`src/rtl/load_store_unit.sv`:
```
// Load/store unit: validates one request at a time, drives the byte-lane data
// memory for a single cycle and returns extended load data over valid/ready.
module load_store_unit #(
    parameter int ADDR_WIDTH     = 32,
    parameter int MEM_ADDR_WIDTH = 11,
    parameter int MEM_BYTES      = 2048
) (
    input  logic                      clk,
    input  logic                      reset_n,
    input  logic                      req_valid,
    output logic                      req_ready,
    input  logic                      req_we,
    input  logic [2:0]                req_funct3,
    input  logic [ADDR_WIDTH-1:0]     req_addr,
    input  logic [31:0]               req_wdata,
    output logic [MEM_ADDR_WIDTH-1:0] mem_address,
    output logic [3:0]                mem_write_enable,
    output logic [3:0]                mem_read_enable,
    output logic [31:0]               mem_write_data,
    input  logic [31:0]               mem_read_data,
    output logic                      resp_valid,
    input  logic                      resp_ready,
    output logic [31:0]               resp_data,
    output logic [1:0]                resp_error
);

    typedef enum logic [1:0] {IDLE, ACCESS, RESP} state_t;

    localparam logic [ADDR_WIDTH-1:0] ADDR_LIMIT = ADDR_WIDTH'(MEM_BYTES);

    state_t      state;
    state_t      next_state;
    logic [2:0]  funct3_q;
    logic [1:0]  offset_q;
    logic        we_q;
    logic [1:0]  req_error;
    logic [3:0]  lane_mask;
    logic        accept;
    logic [31:0] lane_data;
    logic [31:0] load_result;

    // Illegal size code outranks range, which outranks alignment.
    always_comb begin
        req_error = 2'b00;
        if (req_funct3 == 3'b011 || req_funct3[2:1] == 2'b11 || (req_funct3[2] && req_we))
            req_error = 2'b11;
        else if (req_addr >= ADDR_LIMIT)
            req_error = 2'b10;
        else if ((req_funct3[1:0] == 2'b01 && req_addr[0]) ||
                 (req_funct3[1:0] == 2'b10 && req_addr[1:0] != 2'b00))
            req_error = 2'b01;
    end

    always_comb begin
        case (req_funct3[1:0])
            2'b00:   lane_mask = 4'b0001 << req_addr[1:0];
            2'b01:   lane_mask = 4'b0011 << req_addr[1:0];
            default: lane_mask = 4'b1111;
        endcase
    end

    always_comb begin
        lane_data = mem_read_data >> {offset_q, 3'b000};
        case (funct3_q)
            3'b000:  load_result = {{24{lane_data[7]}}, lane_data[7:0]};
            3'b001:  load_result = {{16{lane_data[15]}}, lane_data[15:0]};
            3'b100:  load_result = {24'h0, lane_data[7:0]};
            3'b101:  load_result = {16'h0, lane_data[15:0]};
            default: load_result = lane_data;
        endcase
    end

    assign accept = (state == IDLE) && req_valid;

    always_ff @(posedge clk or negedge reset_n) begin
        if (!reset_n) state <= IDLE;
        else          state <= next_state;
    end

    always_comb begin
        next_state = state;
        case (state)
            IDLE:    if (req_valid) next_state = (req_error != 2'b00) ? RESP : ACCESS;
            ACCESS:  next_state = RESP;
            RESP:    if (resp_ready) next_state = IDLE;
            default: next_state = IDLE;
        endcase
    end

    always_comb begin
        req_ready  = (state == IDLE);
        resp_valid = (state == RESP);
    end

    // NOTE: strobes are registered on this reset, so asserting reset_n low
    // mid-access clears them at once and the in-flight store never lands.
    always_ff @(posedge clk or negedge reset_n) begin
        if (!reset_n) begin
            mem_address      <= '0;
            mem_write_enable <= 4'b0000;
            mem_read_enable  <= 4'b0000;
            mem_write_data   <= 32'h0;
            resp_data        <= 32'h0;
            resp_error       <= 2'b00;
            funct3_q         <= 3'b000;
            offset_q         <= 2'b00;
            we_q             <= 1'b0;
        end else begin
            case (state)
                IDLE: if (accept) begin
                    resp_data  <= 32'h0;
                    resp_error <= req_error;
                    funct3_q   <= req_funct3;
                    offset_q   <= req_addr[1:0];
                    we_q       <= req_we;
                    if (req_error == 2'b00) begin
                        mem_address <= req_addr[MEM_ADDR_WIDTH-1:0];
                        if (req_we) begin
                            mem_write_enable <= lane_mask;
                            mem_write_data   <= req_wdata << {req_addr[1:0], 3'b000};
                        end else begin
                            mem_read_enable  <= lane_mask;
                        end
                    end
                end
                ACCESS: begin
                    mem_write_enable <= 4'b0000;
                    mem_read_enable  <= 4'b0000;
                    mem_write_data   <= 32'h0;
                    if (!we_q) resp_data <= load_result;
                end
                RESP: if (resp_ready) begin
                    resp_data  <= 32'h0;
                    resp_error <= 2'b00;
                end
                default: ;
            endcase
        end
    end

endmodule

```
`config.mk`:
```
export PLATFORM = sky130hd
export DESIGN_NAME = load_store_unit
export DESIGN_NICKNAME = d
export VERILOG_FILES = /design/src/rtl/load_store_unit.sv
export SDC_FILE = /design/constraint.sdc
export NUM_CORES = 1
export LEC_CHECK = 0
export BUFFER_PORTS_ARGS = -buffer_cell sky130_fd_sc_hd__buf_4
export CAP_MARGIN = 20
export CORE_UTILIZATION = 49
export DETAILED_ROUTE_END_ITERATION = 8
export PLACE_DENSITY = 0.76
export SETUP_SLACK_MARGIN = 0.2
export SLEW_MARGIN = 20
export SYNTH_ARGS = -nofsm -noshare
export SYNTH_HDL_FRONTEND = slang
export SYNTH_SLANG_ARGS = --single-unit
```
`constraint.sdc`:
```
create_clock -name clk -period 2.28 [get_ports clk]
set_input_delay 0.228 -clock clk [delete_from_list [all_inputs] [get_ports clk]]
set_output_delay 0.228 -clock clk [all_outputs]
set_load 0.02 [all_outputs]
```
==> impl_metrics.ini, run 1 <==
[worst_setup_path]
timing.rr.start = offset_q[1]$_DFFE_PN0P_
r2r_slack_ns = 0.37
worstPathBufferInverterCount = 1
r2r_cells = 4
cp_max_fo = 16
slowest_delay_ns = 0.64
slowest_stage = dfrtp_1
cp-start-kind = flop
cp_top_family = flip-flops
critical_path_class = flop to flop
arrival_ns = 2.20
worstSetupEndpointType = flop
r2r-end = resp_data[17]$_DFFE_PN0P_
path_cells = mux4_2 -> nor4_4 -> buf_4 -> a221o_1
cp_data_required_time_ns = 2.57

[final_layout]
final_util_pct = 69.09
fillers = 790
final_layout_size_suffix_gt1_share_pct = 40.86
diodes = 0
final_area_um2 = 6753
fin_nets = 750
syn_to_final_growth_pct = 37.15

[run_status]
status = complete, no violations

[floorplan]
placeableCoreArea_um2 = 9774
initial_core_util_pct = 50.37
die_h_um = 102.2
ios = 191
rows = 36
die-area_um2 = 10450
fp.dieW_um = 102.2

[synthesis]
syn_area_per_cell_um2 = 10.61
syn_inst = 464
synth_top_cell_area_share_pct = 47.27
yosysMostFrequentCell = nand2_1
synth_common_cells = nand2_1 (103), dfrtp_1 (93), mux2i_1 (66)
syn-cell-area_um2 = 4923
yosys-top-cells-area = dfrtp_1 (47%), mux2i_1 (13%), nand2_1 (7.9%)
async_reset_ff_share_pct = 100.0
synth-seq-cells = 93
synth.distinct_cells = 39
synth_top_area_cell = dfrtp_1
yosys_most_used_dff = dfrtp_1
synth_enable_flop_cells = 0
yosysWarnings = 0
ys_seq_area_share_pct = 47.27
syn_nets = 568

[global_routing]
grt_first_pass_wirelength_um = 21220
grt_pass1_vias = 4234
grt_max_degree = 51
grt_antenna_before_repair = 0
grtUsageTotal_pct = 26.21
overflow = 0

[sta]
setup_tns_ns = 0
setup_slack_ns = 0.3716
fin_crit_ns = 1.908
rsz0062_at_grt = false
finalClockSkew_ns = 0.008134
max_slew_margin_pct = 56.25
fmax_ghz = 0.5240
final_hold_viol_count = 0
finalSetupViolCount = 0
worst_pin_slew_ns = 0.6493
holdWs_ns = 0.09169
min_period_over_period_pct = 83.70
finalMaxSlewViolations = 0

[clocking]
cts.sinks = 93
cts_tree = done
cts_buffers = 9
path_clk_slew_ns = 0.09
clock_latency_ns = 0.36
ctsLongestPathBuffers = 2
h-tree-depth = 3
clockRootBuffer = clkbuf_8
postCtsSetupRepairBufs = 0

[pwr]
vdd_drop_max_mv = 0.3517
power_density_nw_per_um2 = 564.4
p_leak_uw = 0.003408

[place]
portBuffers = 190
gp_congestion = 0.8352
dp_slack_ns = 0.1699
placed_area_um2 = 6516
dpl.hpwl_um = 10200

[job]
maxCapViolations = 0

[route]
first_pass_iters = 4
ant_nets = 0
dr.first_iter.drc_count = 149
wl_per_cell_um = 17.23
routed-via-count = 4362
drc = 0
wl_um = 13510
viasPerCell = 5.564

[min_path]
hold_path.startpoint = req_we
hold_class = primary input to flop
whs_endpoint = we_q$_DFFE_PN0P_
whs_path_depth = 3
==> worst min-delay path, cell delays in order <==
cell and delay [ns]:
buf_4 0.10, nand2_1 0.05, nand2_1 0.05
==> flip-flops by register name, summed over array words and instances (netlist names) <==
name              flops
mem_read_enable       4
resp_error            2
mem_write_enable      4
we_q                  1
state                 2
mem_address          11
offset_q              2
funct3_q              3
resp_data            32
mem_write_data       32
==> per-stage QoR <==
stage               instances  power (uW)
floorplan                 464        2251
global placement          767        2562
detailed placement        767        2581
CTS                       784        3827
global route              784        3973
finish                    784        3811
==> area by class of cell <==
class | count | area, um^2 | share of cell area (%)
Multi-Input combinational cell | 333 | 2436 | 36.08
Tap cell | 133 | 166.4 | 2.464
Clock inverter | 3 | 67.56 | 1.001
Timing Repair Buffer | 209 | 1597 | 23.64
Sequential cell | 93 | 2327 | 34.46
Clock buffer | 13 | 158.9 | 2.353
==> cell usage in the layout (no fill, tap or decap), drive strengths merged, types with 2 or more instances in the layout <==
master and n:
o21a 2, nor3b 2, mux2 34, nand2b 4
nor2 6, mux4 2, o21ai 16, dfrtp 93
a21oi 11, bufinv 2, nand2 103, nor3 3
nor4 7, a221o 15, a22o 8, nand4 2
clkbuf 13, o211ai 8, buf 208, mux2i 66
o2bb2ai 23, nor2b 9
==> repair_timing <==
item,CTS,global route
setup endpoints to repair,0,0
endpoints found under the hold margin,43,0
hold buffers,1,0
gates resized for setup,0,0
==> power by group <==
part	leakage [uW]	internal, uW	switching, uW
clock	0.000110	680	581
sequential	0.00107	1680	59.9
combinational	0.00222	388	420
==> metal layers <==
layer / wire (um) / track usage, % / vias up
met5: 0 / 0 / -
met4: 235 / 9.121 / 0
met3: 928 / 6.019 / 23
met2: 6517 / 42.44 / 168
met1: 5829 / 34.61 / 2130
li1: - / - / 2041
==> kinds of logic (layout without fill, tap and decap cells) <==
| kind of cell | after synthesis | after routing | share of synthesized area, % |
|---|---|---|---|
| DFF | 93 | 93 | 47.27 |
| muxes | 102 | 102 | 22.11 |
| buffers and inverters | 38 | 225 | 3.532 |
| and+or+nand+nor | 144 | 144 | 13.62 |
| AOI/OAI and AO/OA | 87 | 87 | 13.47 |
==> how the worst max path moves through the flow <==
| stage | slack, ns | cells after the start | start | end |
|---|---|---|---|---|
| after floorplan | 0.45 | 5 | req_addr[30] | mem_address[10]$_DFFE_PN0P_ |
| after global placement | 0.30 | 6 | req_addr[26] | mem_address[3]$_DFFE_PN0P_ |
| after detailed placement | 0.17 | 6 | req_addr[23] | mem_address[9]$_DFFE_PN0P_ |
| after CTS | 0.38 | 4 | offset_q[1]$_DFFE_PN0P_ | resp_data[19]$_DFFE_PN0P_ |
| after global routing | 0.26 | 4 | offset_q[1]$_DFFE_PN0P_ | resp_data[19]$_DFFE_PN0P_ |
| final | 0.37 | 4 | offset_q[1]$_DFFE_PN0P_ | resp_data[17]$_DFFE_PN0P_ |
No activity file was read; power rests on OpenSTA's default activity.
==> run 2: changes to the inputs <==
Settings changed: CORE_UTILIZATION 49 to 45, PLACE_DENSITY 0.76 to 0.74.
Clock period 2.28 ns to 1.7 ns, I/O delays scaled along.
==> impl_metrics.ini, run 2 (same netlist as run 1, synthesis figures left out) <==
[sta]
finalMaxSlewViolations = 0
fmax_ghz = 0.5645
finalSetupViolCount = 28
min_period_over_period_pct = 104.2
max_slew_margin_pct = 65.41
holdWs_ns = 0.03496
worst_pin_slew_ns = 0.5135
final_hold_viol_count = 0
fin_crit_ns = 1.771
rsz0062_at_grt = true
setup_tns_ns = -1.431
setup_slack_ns = -0.07144
finalClockSkew_ns = 0.01310

[clocking]
ctsLongestPathBuffers = 2
clock_latency_ns = 0.37
h-tree-depth = 3
cts.sinks = 93
clockRootBuffer = clkbuf_8
cts_tree = done
path_clk_slew_ns = 0.10
cts_buffers = 9

[worst_setup_path]
worstSetupEndpointType = flop
critical_path_class = flop to flop
slowest_stage = dfrtp_2
cp-start-kind = flop
cp_max_fo = 6
slowest_delay_ns = 0.45
arrival_ns = 2.02
path_cells = nor2b_4 -> buf_4 -> buf_6 -> nand2b_4 -> nor4_4 -> buf_6 -> buf_12 -> mux2_4
cp_top_family = buffers and inverters
worstPathBufferInverterCount = 4
cpMostUsedCell = buf_6
cp_data_required_time_ns = 1.95

[global_routing]
grt_first_pass_wirelength_um = 23260
overflow = 0
grt_pass1_vias = 4507
grt_max_degree = 94
grt_antenna_before_repair = 0
grtUsageTotal_pct = 26.13

[pwr]
power_density_nw_per_um2 = 708.5
p_leak_uw = 0.003807
vdd_drop_max_mv = 0.4098

[route]
drc = 0
routed-via-count = 4666
ant_nets = 0
viasPerCell = 5.622
wl_met2_um = 7419
dr_wl_met3_um = 1058
wl_um = 15770
wl_met1_um = 6964
first_pass_iters = 4
dr.max_layer_used = met4
dr.first_iter.drc_count = 313
wl_per_cell_um = 19.00

[run_status]
status = finished, violations left
violations = setup timing

[final_layout]
diodes = 0
final_util_pct = 72.96
final_cell_mix = buf_4 (220), nand2_1 (100), dfrtp_1 (91)
syn_to_final_growth_pct = 55.04
reg_top3 = mem_write_data: 32 flops, resp_data: 32 flops, mem_address: 11 flops
final_common_cell = buf_4
final_layout_size_suffix_gt1_share_pct = 49.86
fin_nets = 793
final_area_um2 = 7634

[place]
portBuffers = 190
dpl.hpwl_um = 10230
placed_area_um2 = 6775
gp_congestion = 0.8855

[floorplan]
initial_core_util_pct = 47.06
ios = 191
die_h_um = 106.6
die-area_um2 = 11360
fp.dieW_um = 106.6
rows = 37
placeableCoreArea_um2 = 10460

[job]
maxCapViolations = 0

[min_path]
hold_class = primary input to flop
-- run 2: cell types whose count changed in the layout (fill, tap and decap cells not counted), sizes merged --
| cell | previous run | this run |
|---|---|---|
| clkinv | 0 | 3 |
| clkbuf | 13 | 15 |
| bufinv | 2 | 0 |
| buf | 208 | 247 |
| inv | 0 | 1 |
-- run 2: metrics by stage --
stage / total power [uW] / setup slack, ns / cells
after floorplan: 3045 / -0.05066 / 464
after global placement: 3503 / -0.1715 / 782
after detailed placement: 3533 / -0.2492 / 782
after global routing: 5607 / -0.1225 / 830
final: 5409 / -0.07144 / 830
after CTS: 4995 / -0.04725 / 814
-- run 2: final cells by class --
type                       instances  area (um^2)
clock buffer                      11        141.4
clock inverter                     5        45.04
fill                             761         2829
multi-input combinational        333         2729
sequential                        93         2330
tap                              136        170.2
timing repair buffer             252         2218
-- run 2: where the power goes --
part	total (uW)	internal, uW	switching [uW]
registers	2330	2260	67.0
logic	1650	849	799
clock network	1430	591	843
total	5410	3700	1710
-- run 2: path summary, 6_finish.rpt --
| path | slack [ns] | cells after the start | to | start |
|---|---|---|---|---|
| max in group asynchronous | 0.91 | 3 | state[1]$_DFFE_PN0P_ | reset_n |
| hold / removal | 0.03 | 2 | mem_address[8]$_DFFE_PN0P_ | req_addr[8] |
| min in group asynchronous | 0.37 | 3 | resp_data[27]$_DFFE_PN0P_ | reset_n |
| setup / recovery | -0.07 | 8 | mem_address[3]$_DFFE_PN0P_ | state[1]$_DFFE_PN0P_ |
| setup reg to reg | -0.07 | 8 | mem_address[3]$_DFFE_PN0P_ | state[1]$_DFFE_PN0P_ |
| hold reg to reg | 0.51 | 1 | resp_data[4]$_DFFE_PN0P_ | resp_data[4]$_DFFE_PN0P_ |
-- run 2: metal layers --
metal	up-vias	global-route usage, %
li1	2132	-
met1	2302	36.05
met2	204	41.94
met3	28	4.012
met4	0	9.100
met5	-	0
-- run 2: timing repair --
action / CTS / global route
setup buffers: 11 / 11
hold endpoints to repair: 93 / 0
pin swaps: 7 / 10
gates resized for setup: 21 / 51
hold buffers: 1 / 0
cloned: 4 / 5
setup endpoints to repair: 82 / 90
